File: src/rtl/fp_unpacker.sv
// Dual-operand IEEE-754 unpacker (single/double) with optional denormal pre-normalisation.
// Decodes sign, unbiased exponent, significand, leading-zero count, special flags and NaN payload.
module fp_unpacker (
  input  logic        clk,
  input  logic        rst,
  input  logic [63:0] FA2,
  input  logic [63:0] FB2,
  input  logic        db,
  input  logic        normal,
  output logic        sa,
  output logic        sb,
  output logic [10:0] ea,
  output logic [10:0] eb,
  output logic [5:0]  lza,
  output logic [5:0]  lzb,
  output logic [52:0] fa,
  output logic [52:0] fb,
  output logic [3:0]  fla,
  output logic [3:0]  flb,
  output logic [52:0] nan
);

  localparam logic [52:0] QNAN_DEFAULT = 53'h08000000000000;

  logic [1:0][63:0] op_w;
  logic [1:0]       s_d, s_q;
  logic [1:0][10:0] e_d, e_q;
  logic [1:0][5:0]  lz_d, lz_q;
  logic [1:0][52:0] f_d, f_q;
  logic [1:0][3:0]  fl_d, fl_q;
  logic [1:0][51:0] qfrac_w;
  logic [52:0]      nan_d, nan_q;

  assign op_w[0] = FA2;
  assign op_w[1] = FB2;

  // Highest set bit wins; an all-zero significand reports 53.
  function automatic logic [5:0] clz53(input logic [52:0] v);
    logic [5:0] cnt;
    cnt = 6'd53;
    for (int i = 0; i < 53; i++) begin
      if (v[i]) cnt = 6'(52 - i);
    end
    return cnt;
  endfunction

  genvar gi;
  generate
    for (gi = 0; gi < 2; gi++) begin : g_op
      logic [10:0] e_raw;
      logic [10:0] bias;
      logic [51:0] frac;
      logic        e_all_ones;
      logic        exp_zero;
      logic        frac_zero;
      logic [52:0] u;
      logic [5:0]  lz;
      logic [10:0] e_unb;
      logic [52:0] f_out;
      logic [3:0]  fl;

      always_comb begin
        if (db) begin
          e_raw      = op_w[gi][62:52];
          frac       = op_w[gi][51:0];
          e_all_ones = &op_w[gi][62:52];
          bias       = 11'd1023;
        end else begin
          // Single fraction is left-aligned so bit 51 is the quiet bit in both formats.
          e_raw      = {3'b000, op_w[gi][62:55]};
          frac       = {op_w[gi][54:32], 29'd0};
          e_all_ones = &op_w[gi][62:55];
          bias       = 11'd127;
        end
        exp_zero  = (e_raw == 11'd0);
        frac_zero = (frac == 52'd0);
        u         = {~exp_zero, frac};
        lz        = clz53(u);
        e_unb     = exp_zero ? (11'd1 - bias) : (e_raw - bias);
        f_out     = normal ? (u << lz) : u;
        fl[3]     = exp_zero & frac_zero;
        fl[2]     = e_all_ones & frac_zero;
        fl[1]     = e_all_ones & ~frac_zero;
        fl[0]     = e_all_ones & ~frac_zero & ~frac[51];
      end

      assign s_d[gi]     = op_w[gi][63];
      assign e_d[gi]     = e_unb;
      assign lz_d[gi]    = lz;
      assign f_d[gi]     = f_out;
      assign fl_d[gi]    = fl;
      assign qfrac_w[gi] = frac | (52'd1 << 51);
    end
  endgenerate

  always_comb begin
    nan_d = QNAN_DEFAULT;
    if (fl_d[0][1]) begin
      nan_d = {s_d[0], qfrac_w[0]};
    end else if (fl_d[1][1]) begin
      nan_d = {s_d[1], qfrac_w[1]};
    end
  end

  always_ff @(posedge clk) begin
    if (rst) begin
      s_q   <= '0;
      e_q   <= '0;
      lz_q  <= '0;
      f_q   <= '0;
      fl_q  <= '0;
      nan_q <= '0;
    end else begin
      s_q   <= s_d;
      e_q   <= e_d;
      lz_q  <= lz_d;
      f_q   <= f_d;
      fl_q  <= fl_d;
      nan_q <= nan_d;
    end
  end

  assign sa  = s_q[0];
  assign sb  = s_q[1];
  assign ea  = e_q[0];
  assign eb  = e_q[1];
  assign lza = lz_q[0];
  assign lzb = lz_q[1];
  assign fa  = f_q[0];
  assign fb  = f_q[1];
  assign fla = fl_q[0];
  assign flb = fl_q[1];
  assign nan = nan_q;

endmodule

File: config.mk
export PLATFORM = sky130hd
export DESIGN_NAME = fp_unpacker
export DESIGN_NICKNAME = d
export VERILOG_FILES = /design/src/rtl/fp_unpacker.sv
export SDC_FILE = /design/constraint.sdc
export NUM_CORES = 1
export LEC_CHECK = 0
export ABC_AREA = 1
export BUFFER_PORTS_ARGS = -buffer_cell sky130_fd_sc_hd__buf_2
export CORE_MARGIN = 3
export CORE_UTILIZATION = 31
export CTS_BUF_LIST = sky130_fd_sc_hd__clkbuf_2
export DETAILED_ROUTE_END_ITERATION = 10
export PLACE_DENSITY = 0.48
export SYNTH_ARGS = -nofsm -noshare
export SYNTH_HDL_FRONTEND = slang
export SYNTH_SLANG_ARGS = --single-unit
File: constraint.sdc
create_clock -name clk -period 5.4 [get_ports clk]
set_clock_uncertainty 0.2 [all_clocks]
set_input_delay 0.54 -clock clk [delete_from_list [all_inputs] [get_ports clk]]
set_output_delay 0.54 -clock clk [all_outputs]
set_load 0.01 [all_outputs]
=== Yosys cells after proc, flatten, opt, wreduce, memory -nomap -nowiden ===
Index checks and enable logic that the tools add are counted.

* Word-level logic and storage cells: 156
* Input port bits: 132
* Register bits after elaboration: 203
* Output and inout port bits: 203

* $add $sub $neg: 3
* Multiplexer cells: 119
* Reductions and logical operators: 8
* Bitwise gates (word level): 14
* Shift-type cells: 2

{| class="wikitable"
|+ Operator list
! kind !! number
|-
| $mux 6 || 104
|-
| $mux 53 || 4
|-
| $shl 53x6->53 || 2
|-
| $logic_not 52->1 || 2
|-
| $mux 52 || 2
|-
| $mux 11 || 4
|-
| $logic_not 11->1 || 2
|-
| $reduce_and 11->1 || 2
|-
| $sub 11x11->11 || 2
|-
| $reduce_and 8->1 || 2
|-
| $sub 1x11->11 const A || 1
|-
| $mux 10 || 1
|-
| $and 1x1->1 || 8
|-
| $not 1->1 || 6
|-
| $mux 1 || 4
|}

=== Longest topological paths before layout ===
Gate-level depths: netlist (run 1).

* Depth in word-level cells: 56
* Mapped depth: 65
* Depth with buffers taken out: 64

=== Worst setup path after synthesis (run 1) ===
OpenSTA, ideal clock, no wires.

* Kind: input to register
* From: in db
* To: reg f_q, in the netlist fa[25]
* Cell stages on the path: 29
* Setup slack: 260 ps
* Library setup time: 132 ps
* Path buffers: 15
* Required time: 5068 ps
* Arrival: 4808 ps
* Cell sequence: buf_6 -> buf_6 -> buf_6 -> buf_4 -> buf_4 -> buf_6 -> buf_2 -> buf_2 -> buf_2 -> buf_2 -> buf_2 -> buf_2 -> buf_1 -> nand2_1 -> o21ai_0 -> ha_1 -> nand4_1 -> nor2_1 -> nand2_1 -> nor2_1 -> nand2_1 -> nor4_1 -> nand2_1 -> a21oi_1 -> inv_1 -> buf_2 -> buf_2 -> o211ai_1 -> a21oi_1

* Word-level cells in the longest chain between the ends: 56
* Elaborated cells on any way between the ends: 59
* Classes of those cells: shift: 1; mux: 56; bitwise: 1; reduce/logical: 1

{| class="wikitable"
|+ Ends and longest elaborated chain
! item !! line !! source
|-
| from (decl) || 8 || <nowiki>input logic db,</nowiki>
|-
| $mux 52 || 63 || <nowiki>if (db) begin</nowiki>
|-
| $mux 1 || 42 || <nowiki>if (v[i]) cnt = 6'(52 - i);</nowiki>
|-
| $mux 6 (52 in series) || 42 ||
|-
| $shl 53x6->53 || 80 || <nowiki>f_out = normal ? (u << lz) : u;</nowiki>
|-
| $mux 53 (*) || 80 ||
|-
| to (signal assigned) || 110 || <nowiki>f_q <= '0;</nowiki>
|-
| to (signal assigned) || 117 || <nowiki>f_q <= f_d;</nowiki>
|-
| to (decl) || 29 || <nowiki>logic [1:0][52:0] f_d, f_q;</nowiki>
|}

Mark *: on every way between the ends. The rest lies on a longest branch, timed or not.
A chain may end at the register's enable or synchronous reset.

=== Final worst setup path (run 1) ===
* From: in FB2[3]
* To: reg f_q, in the netlist fb[35]

* Word-level cells in the longest chain between the ends: 53

{| class="wikitable"
|+ Ends and longest elaborated chain
! item !! line !! source
|-
| from (decl) || 7 || <nowiki>input logic [63:0] FB2,</nowiki>
|-
| $mux 52 (*) || 63 ||
|-
| $mux 6 (50 in series) || 42 ||
|-
| $shl 53x6->53 (*) || 80 ||
|-
| $mux 53 (*) || 80 ||
|}

Marked as above.

==> results of run 1 <==
[worst max-delay path, delay by kind of cell]
kind,cells,cell delay (ns)
buffers and inverters,7,1.98
AND/OR/NAND/NOR,20,2.12
AO/OA/AOI/OAI,7,1.21
[power by group through the flow]
| stage | combinational (W) | clock, W | sequential, W |
|---|---|---|---|
| final | 0.00122 | 0.00126 | 0.00158 |
| after detailed placement | 0.00106 | 0 | 0.00161 |
| after floorplan | 0.000535 | 0 | 0.00164 |
| after global placement | 0.00107 | 0 | 0.00161 |
| after global routing | 0.00132 | 0.00138 | 0.00158 |
| after CTS | 0.00118 | 0.00130 | 0.00158 |
[cells in the mapped netlist (8+ instances only)]
| cell type | number |
|---|---|
| nand2_1 | 946 |
| nand3_1 | 498 |
| inv_1 | 262 |
| dfxtp_1 | 203 |
| nor2_1 | 182 |
| a21oi_1 | 131 |
| o21ai_0 | 120 |
| clkbuf_1 | 92 |
| o32ai_1 | 51 |
| buf_2 | 49 |
| nand4_1 | 49 |
| o21ai_1 | 47 |
| o211ai_1 | 23 |
| or2_2 | 18 |
| buf_1 | 16 |
| nor3_1 | 13 |
| nor4_1 | 12 |
| buf_6 | 9 |
| buf_4 | 8 |
[layer usage]
metal  GRT usage, %  share of wire (%)
met5              0                  0
met4           18.7                6.3
met3           4.40                7.6
met2           54.5                 46
met1           42.9                 40
[placed cells by master, fill, tap and decap left out, drive strengths merged, types with 12 or more instances in the layout]
| master | count |
|---|---|
| or2 | 22 |
| nand4 | 49 |
| dfxtp | 203 |
| o21ai | 167 |
| clkbuf | 84 |
| nor3 | 14 |
| o211ai | 23 |
| dlygate4sd3 | 223 |
| nand3 | 498 |
| nand2 | 956 |
| nor4 | 12 |
| nor2 | 183 |
| inv | 265 |
| a21oi | 132 |
| clkinv | 29 |
| o32ai | 51 |
| buf | 602 |
[sequential cells by signal, summed over array words and instances, names as in the netlist]
register and flops:
fla 4, nan 53, s_q 2, ea 11
lzb 6, flb 4, eb 11, lza 6
fb 53, fa 53
[kinds of logic after synthesis]
family	after synthesis	synth area share, %
xor+xnor	2	0.111
compound gates	399	14.7
simple gates	1746	47.5
flops	203	25.8
buf+inv	444	11.6
fa+ha+maj	4	0.318
[worst paths after layout]
kind | start | endpoint | slack (ns) | depth (start not counted)
setup / recovery | FB2[3] | fb[35] | 0.34 | 34
hold / removal | FB2[50] | fb[47] | 0.14 | 7
[per-stage QoR]
step	hold slack [ns]	total power, W	TNS, ns	utilization (%)	cells
detailed placement	0.587	0.00267	-0.629	39.7	3887
CTS	0.00628	0.00406	0	45.4	4216
floorplan	0.447	0.00218	0	-	2798
global placement	0.566	0.00268	-5.69	39.7	3887
global route	0.116	0.00428	-0.00326	46.1	4225
finish	0.141	0.00405	0	46.1	4229
[final cells by class]
| cell class | count | share of cell area [%] |
|---|---|---|
| clock inverter | 26 | 0.701 |
| timing repair buffer | 831 | 27.6 |
| sequential | 203 | 17.8 |
| clock buffer | 79 | 1.73 |
| multi-input combinational | 2151 | 44.0 |
| inverter | 270 | 4.43 |
| tap | 664 | 3.63 |
| antenna | 5 | 0.0547 |
[what timing repair did]
item | CTS | global route
buffers inserted | 0 | 4
endpoints found under the setup margin | 0 | 96
hold buffers | 224 | 1
resized for setup | 0 | 74
endpoints found under the hold margin | 192 | 1
==> out/summary.txt, run 1 <==
Outcome -> completed
Global-route wire length before repair -> 137000 um
CTS H-tree depth -> 2
Worst setup SP type -> primary input
IO Port Bufs -> 334
Ys Warns -> 0
Seq pwr share -> 39.0%
Slew margin rel. -> 24.9%
Area grow syn2layout -> 45.0%
Max Clock Freq -> 0.198 GHz
Rows -> 81
Post-Layout Inst Area -> 22900 um^2
Post-synth top area cell -> dfxtp_1
Asr flop ratio synth -> 0%
Clk pwr share -> 31.0%
Fillcell total -> 5399
Internal Pwr Total -> 0.00253 W
Die width -> 231 um
Required time worst endpoint -> 6.17 ns
Sequential share of the synthesized area -> 25.8%
Die area -> 53600 um^2
Total grt overflow -> 0
Worst path max stage delay -> 0.57 ns
Overall Global Routing Usage -> 33.6%
DRC -> 0
Top fanout value on the critical path -> 11
CP endpoint kind -> flop
Syn Inst Count -> 2798
Detailed placement HPWL -> 70400 um
Net Sw Frac -> 37.6%
CP arrival -> 5.83 ns
Initial antenna violation count -> 1
Antenna viol nets, final -> 0
Logic pwr share -> 30.0%
Clk buf depth -> 3
Cts bufs inserted -> 57
Maximum vdd ir drop -> 0.000141 V
CTS tree -> built
IO Pins -> 335
Via-per-instance ratio -> 5.44
Layout cells sized above 1 -> 21.8%
Crit-path slowest cell -> dlygate4sd3_1
Drt initial violations -> 2786
FF+latch count, synth -> 203
Leak -> 12.2 nW
Post-synth top area share -> 25.8%
Final Cycle Share -> 93.6%
Post-DP Area -> 19700 um^2
Number of max-cap violations -> 0
Final Hold Viols -> 0
Hold Path Class -> in -> reg
EDFF count, synth -> 0
Worst Max-Slew Pin Slew -> 1.11 ns
Setup-failing EPs final -> 0
Die height -> 231 um
Slew Viols, Final -> 0
Ys flop type -> dfxtp_1
Cell Area, Synth -> 15800 um^2
Pre-antenna DRT Iters -> 6
FF/Latch Area -> 4060 um^2
Post-Synthesis Net Count -> 2934
DR WL/cell -> 22.2 um
Pwr/cell area -> 177 nW/um^2
Pin count of the biggest net entering global routing -> 114
DP Worst Slack -> -0.127 ns
RD Place Congestion -> 0.987
P_sw -> 0.00152 W
Clk root buf -> clkbuf_2
DRT Wirelength -> 93800 um
Initial core utilization -> 31.8%
Multi-input gate area -> 10100 um^2
Core Box Area -> 49600 um^2
Crit path time final -> 5.06 ns
Final WS setup -> 0.343 ns
Worst-path clk slew -> 0.09 ns
Count of cell types in the netlist -> 43
Area contributors post-synth -> dfxtp_1, nand2_1, nand3_1, inv_1, nor2_1
Via count -> 23000
Clk sinks -> 203
Vias in the first global route -> 21800
Synth Area per Inst -> 5.63 um^2
Most numerous cell on the critical path -> nand2_1
Crit Path Category -> in -> reg
Fin nets -> 3650
(Power assumes the default switching activity.)
==> inputs of run 2 (changes only) <==
Settings changed: RECOVER_POWER set to 100.
==> run 2 against run 1 <==
Net effect:
- global-route usage unchanged
- hold slack improved by 0.0041 ns
- die area is the same
- flip-flop and latch count stayed put
- first-iteration DRC count decreased by 6.5%
- power is 0.41% lower
- count of clock-buffer cells in the layout unchanged
- critical path type unchanged
- critical endpoint is now nan[26]
==> out/summary.txt, run 2 (same netlist as run 1, synthesis figures left out) <==
Drt initial violations -> 2605 (-6.5%)
Tot Pwr -> 0.00403 W (-0.41%)
Net Sw Frac -> 37.8% (+0.20 points)
Worst-path clk slew -> 0.10 ns (about the same)
DR WL/cell -> 22.2 um (+0.19%)
Slew margin rel. -> 24.8% (-0.079 points)
Setup-failing EPs final -> 0 (unchanged)
Worst path max stage delay -> 0.81 ns (+0.24 ns)
GR Layer Usage met2 -> 54.5% (unchanged)
CP endpoint kind -> flop
Crit Path Category -> in -> reg
Die height -> 231 um (unchanged)
Final Cycle Share -> 95.2% (+1.5 points)
Clk buf depth -> 3 (unchanged)
RD Place Congestion -> 0.987 (unchanged)
Via count -> 23000 (-0.12%)
Initial antenna violation count -> 1 (unchanged)
Crit-path slowest cell -> clkbuf_2
Global-route wire length before repair -> 137000 um (unchanged)
DRT Wirelength -> 94000 um (+0.16%)
CP arrival -> 5.87 ns (+0.04 ns)
Die width -> 231 um (unchanged)
IO Pins -> 335 (unchanged)
Crit path time final -> 5.14 ns (+0.0812 ns)
Final TNS setup -> 0 ns (unchanged)
Seq pwr share -> 39.2% (+0.2 points)
Final WS setup -> 0.262 ns (-0.0812 ns)
Max Clock Freq -> 0.195 GHz (-1.6%)
Cts bufs inserted -> 57 (unchanged)
Commonest non-fill, non-tap cell in the layout -> nand2_1
Area grow syn2layout -> 43.1%
P_sw -> 0.00152 W (+0.13%)
Worst setup SP type -> primary input
Worst Hold Slack -> 0.145 ns (+0.00405 ns)
Die area -> 53600 um^2 (unchanged)
Vias in the first global route -> 21800 (unchanged)
Via-per-instance ratio -> 5.44 (about the same)
Detailed placement HPWL -> 70400 um (unchanged)
Pwr/cell area -> 179 nW/um^2 (+0.96%)
Clk pwr share -> 31.1% (about the same)
M3 GR Usage -> 4.40% (unchanged)
GRT busiest layer -> met2
Number of max-cap violations -> 0 (unchanged)
Antenna viol nets, final -> 0 (unchanged)
Core Box Area -> 49600 um^2 (unchanged)
IO Port Bufs -> 334 (unchanged)
Required time worst endpoint -> 6.14 ns (-0.03 ns)
Slew Viols, Final -> 0 (unchanged)
Internal Pwr Total -> 0.00251 W (-0.74%)
Met1 Resource Use GR -> 42.9% (unchanged)
Rows -> 81 (unchanged)
Worst Max-Slew Pin Slew -> 1.13 ns (+0.0130 ns)
Hold Path Class -> in -> reg
Pre-antenna DRT Iters -> 8 (+2)
Leak -> 11.3 nW (-7.0%)
Pin count of the biggest net entering global routing -> 114 (unchanged)
Total grt overflow -> 0 (unchanged)
CP cell instances -> buf_4, buf_4, buf_12, nand2_1, o21ai_0, dlygate4sd3_1, clkbuf_1, inv_1, nor2_1, nand3_1, nor4_1, nand3_1, nand2_1, nor2_1, clkinv_1, clkbuf_2, o32ai_1, dlygate4sd3_1
Outcome -> completed
Clk sinks -> 203 (unchanged)
Fillcell total -> 5527 (+2.4%)
Most frequent cells in the layout -> nand2_1, nand3_1, inv_1, buf_4, dlygate4sd3_1
Logic pwr share -> 29.7% (-0.3 points)
CTS H-tree depth -> 2 (unchanged)
DRC -> 0 (unchanged)
Clk root buf -> clkbuf_2
Layout cells sized above 1 -> 15.8% (-6.0 points)
Initial core utilization -> 31.8% (unchanged)
Top fanout value on the critical path -> 113 (+102)
DP Worst Slack -> -0.127 ns (unchanged)
Maximum vdd ir drop -> 0.000142 V (+0.51%)
CTS tree -> built
Overall Global Routing Usage -> 33.6% (unchanged)
Fin nets -> 3650 (unchanged)
Final Hold Viols -> 0 (unchanged)
[run 2: changes by cell type in the layout (fill, tap and decap cells not counted), sizes merged]
cell    change
buf       -230
diode       -1
clkbuf    +230
[run 2: power groups by stage]
stage | logic (W) | registers, W | clock network, W
finish | 0.00120 | 0.00158 | 0.00126
floorplan | 0.000535 | 0.00164 | 0
global route | 0.00130 | 0.00159 | 0.00138
CTS | 0.00118 | 0.00158 | 0.00130
global placement | 0.00107 | 0.00161 | 0
detailed placement | 0.00106 | 0.00161 | 0
[run 2: final cells by class]
| type | instances | area, um^2 | share of cell area, % |
|---|---|---|---|
| multi-input cells | 2151 | 10100 | 44.6 |
| well taps | 664 | 831 | 3.68 |
| inverters | 270 | 1010 | 4.49 |
| diodes | 4 | 10.0 | 0.0444 |
| repair buffers | 831 | 6020 | 26.7 |
| clock buffers | 79 | 395 | 1.75 |
| flip-flops and latches | 203 | 4060 | 18.0 |
| clock inverters | 26 | 160 | 0.710 |
[run 2: what timing repair did]
item | CTS | global route
endpoints found under the hold margin | 192 | 1
hold buffers | 224 | 1
endpoints found under the setup margin | 0 | 96
buffers inserted | 0 | 4
resized for setup | 0 | 74
[run 2: worst max-delay path, delay by kind of cell]
family                 cells  cell delay [ns]
AND/OR/NAND/NOR            7             1.45
buffers and inverters      9             3.41
AO/OA/AOI/OAI              2             0.31
[run 2: routing by layer]
layer,vias to the layer above,routed length [um]
met3,291,7090
met1,10700,37700
met4,0,5870
met5,-,0
met2,1256,43400
li1,10700,-
[run 2: final timing paths]
path	start	to	slack (ns)	depth (start not counted)
max	db	nan[26]	0.26	18
min	FB2[50]	fb[47]	0.14	7
[run 2: metrics by stage]
| stage | instance area (um^2) | util [%] | instances |
|---|---|---|---|
| final | 22500 | 45.5 | 4228 |
| after global routing | 22500 | 45.5 | 4225 |
| after CTS | 22500 | 45.4 | 4216 |
| after detailed placement | 19700 | 39.7 | 3887 |
| after global placement | 19700 | 39.7 | 3887 |
| after floorplan | 15800 | - | 2798 |
==> inputs of run 3 (changes only) <==
Settings changed: PLACE_DENSITY 0.48 to 0.46.
Clock period 5.4 ns to 5.27 ns, I/O delays scaled along.
==> run 3 against run 2 <==
Net effect:
- sequential power up 3%
- sequential share of layout area down 0.19 points
- core utilization up 0.49 points
- flip-flop and latch count unchanged
- cell count up 0.47%
- die area unchanged
- clock power down 15%
- critical path type unchanged
- highest routed layer is now met5
==> out/summary.txt, run 3 (same netlist as run 1, synthesis figures left out) <==
Overall Global Routing Usage -> 33.2% (-0.39 points)
Initial core utilization -> 31.8% (unchanged)
Maximum vdd ir drop -> 0.000133 V (-6.1%)
Area grow syn2layout -> 44.6%
RD Place Congestion -> 1.02 (+3.8%)
Slew margin rel. -> 39.1% (+14 points)
Post-Layout Inst Area -> 22800 um^2 (+1.1%)
Die area -> 53600 um^2 (unchanged)
CP cell instances -> buf_4, buf_4, buf_4, buf_6, o21ai_0, dlygate4sd3_1, buf_4, nor2_1, nand4_1, nor4_1, nand3_1, nand2_1, buf_4, nor2_1, clkinv_1, buf_4, o32ai_1, dlygate4sd3_1
Post-DP Area -> 20100 um^2 (+2.3%)
DRC -> 0 (unchanged)
CP arrival -> 5.76 ns (-0.11 ns)
Post-layout util -> 46.0% (+0.49 points)
CTS H-tree depth -> 2 (unchanged)
Clk sinks -> 203 (unchanged)
Antenna viol nets, final -> 0 (unchanged)
Pre-antenna DRT Iters -> 6 (-2)
Drt initial violations -> 2412 (-7.4%)
Total grt overflow -> 0 (unchanged)
Unrepaired setup endpoints after global routing -> true
Crit Path Category -> in -> reg
Pin count of the biggest net entering global routing -> 94 (-18%)
Pwr/cell area -> 173 nW/um^2 (-3.4%)
Hold Path Class -> in -> reg
Crit path time final -> 5.06 ns
DRT Wirelength -> 93000 um (-0.99%)
DR WL/cell -> 21.9 um (-1.5%)
Commonest non-fill, non-tap cell in the layout -> nand2_1
Outcome -> completed
Worst setup endpoint -> nan[1]
Bufs and invs on worst path -> 10 (+1)
Worst setup SP type -> primary input
Core Box Area -> 49600 um^2 (unchanged)
Global-route wire length before repair -> 135000 um (-1.5%)
Slew Viols, Final -> 0 (unchanged)
Max Clock Freq -> 0.198 GHz
Worst path top cell family by delay -> buffers and inverters
Setup-failing EPs final -> 0 (unchanged)
Most numerous cell on the critical path -> buf_4
Most frequent cells in the layout -> nand2_1, nand3_1, buf_4, inv_1, dlygate4sd3_1
Setup crit start -> db
IO Pins -> 335 (unchanged)
Clk buf depth -> 3 (unchanged)
Via count -> 22700 (-1.1%)
Via-per-instance ratio -> 5.35 (-1.6%)
Clk root buf -> clkbuf_2
Rows -> 81 (unchanged)
Final Hold Viols -> 0 (unchanged)
Number of max-cap violations -> 0 (unchanged)
Die width -> 231 um (unchanged)
IO Port Bufs -> 334 (unchanged)
Cts bufs inserted -> 53 (-7.0%)
Crit-path slowest cell -> dlygate4sd3_1
Final Cycle Share -> 96.0%
Die height -> 231 um (unchanged)
Fin nets -> 3689 (+1.1%)
Initial antenna violation count -> 5 (+4)
Top fanout value on the critical path -> 93 (-18%)
Worst path max stage delay -> 0.60 ns (-0.21 ns)
Layout cells sized above 1 -> 16.9% (+1.1 points)
Detailed placement HPWL -> 71700 um (+1.9%)
Worst-path clk slew -> 0.10 ns (about the same)
Leak -> 11.5 nW (+1.5%)
CP endpoint kind -> flop
Worst path depth -> 18 (unchanged)
CTS tree -> built
Vias in the first global route -> 21700 (-0.51%)
Worst Max-Slew Pin Slew -> 0.913 ns (-0.215 ns)
Required time worst endpoint -> 5.97 ns (-0.17 ns)
run 3: layout make-up:
type | count | area (um^2)
Fill cell | 5504 | 26800
Multi-Input combinational cell | 2151 | 10000
Timing Repair Buffer | 874 | 6420
Sequential cell | 203 | 4060
Inverter | 270 | 1010
Tap cell | 664 | 831
Clock buffer | 77 | 385
Clock inverter | 8 | 31.3
Antenna cell | 1 | 2.50
run 3: power by group:
group	total, W	switching, W	internal (W)
Sequential	0.00162	0.0000208	0.00160
Clock	0.00107	0.000689	0.000383
Combinational	0.00125	0.000767	0.000486
Total	0.00394	0.00148	0.00246
run 3: worst min-delay path by stage:
| stage | startpoint | slack (ns) | cells after the start | endpoint |
|---|---|---|---|---|
| finish | FA2[50] | 0.14 | 7 | nan[47] |
| global route | db | 0.08 | 6 | fb[0] |
| CTS | FA2[50] | 0.0004 | 7 | nan[47] |
| detailed placement | FB2[63] | 0.55 | 3 | s_q[1] |
| global placement | FB2[63] | 0.55 | 3 | s_q[1] |
| floorplan | FA2[63] | 0.43 | 2 | s_q[0] |
run 3: timing repair:
action                                 in CTS  in global routing
setup endpoints to repair                   0                 98
endpoints found under the hold margin     191                  0
hold buffers                              226                  0
buffers inserted                            0                  1
resized for setup                           0                 63
run 3: per-layer routing:
layer | vias up | routed length (um) | GRT usage [%] | part of all wire [%]
met4 | 8 | 5390 | 17.2 | 5.8
met1 | 10600 | 38400 | 42.3 | 41
met5 | - | 50 | 0 | 0.054
met3 | 257 | 6560 | 5.20 | 7.0
met2 | 1091 | 42600 | 54.0 | 46
li1 | 10800 | - | - | -
run 3: stage by stage:
step           cells  setup TNS [ns]  hold slack, ns  total power [W]  setup slack [ns]
2_1_floorplan   2798               0           0.434          0.00223             0.143
3_3_place_gp    3933          -12.47           0.546          0.00277            -0.424
6_report        4248               0           0.140          0.00394             0.209
5_1_grt         4248         -0.0722          0.0848          0.00418           -0.0423
4_1_cts         4244               0        0.000362          0.00398            0.0377
3_5_place_dp    3933           -5.63           0.551          0.00276            -0.250
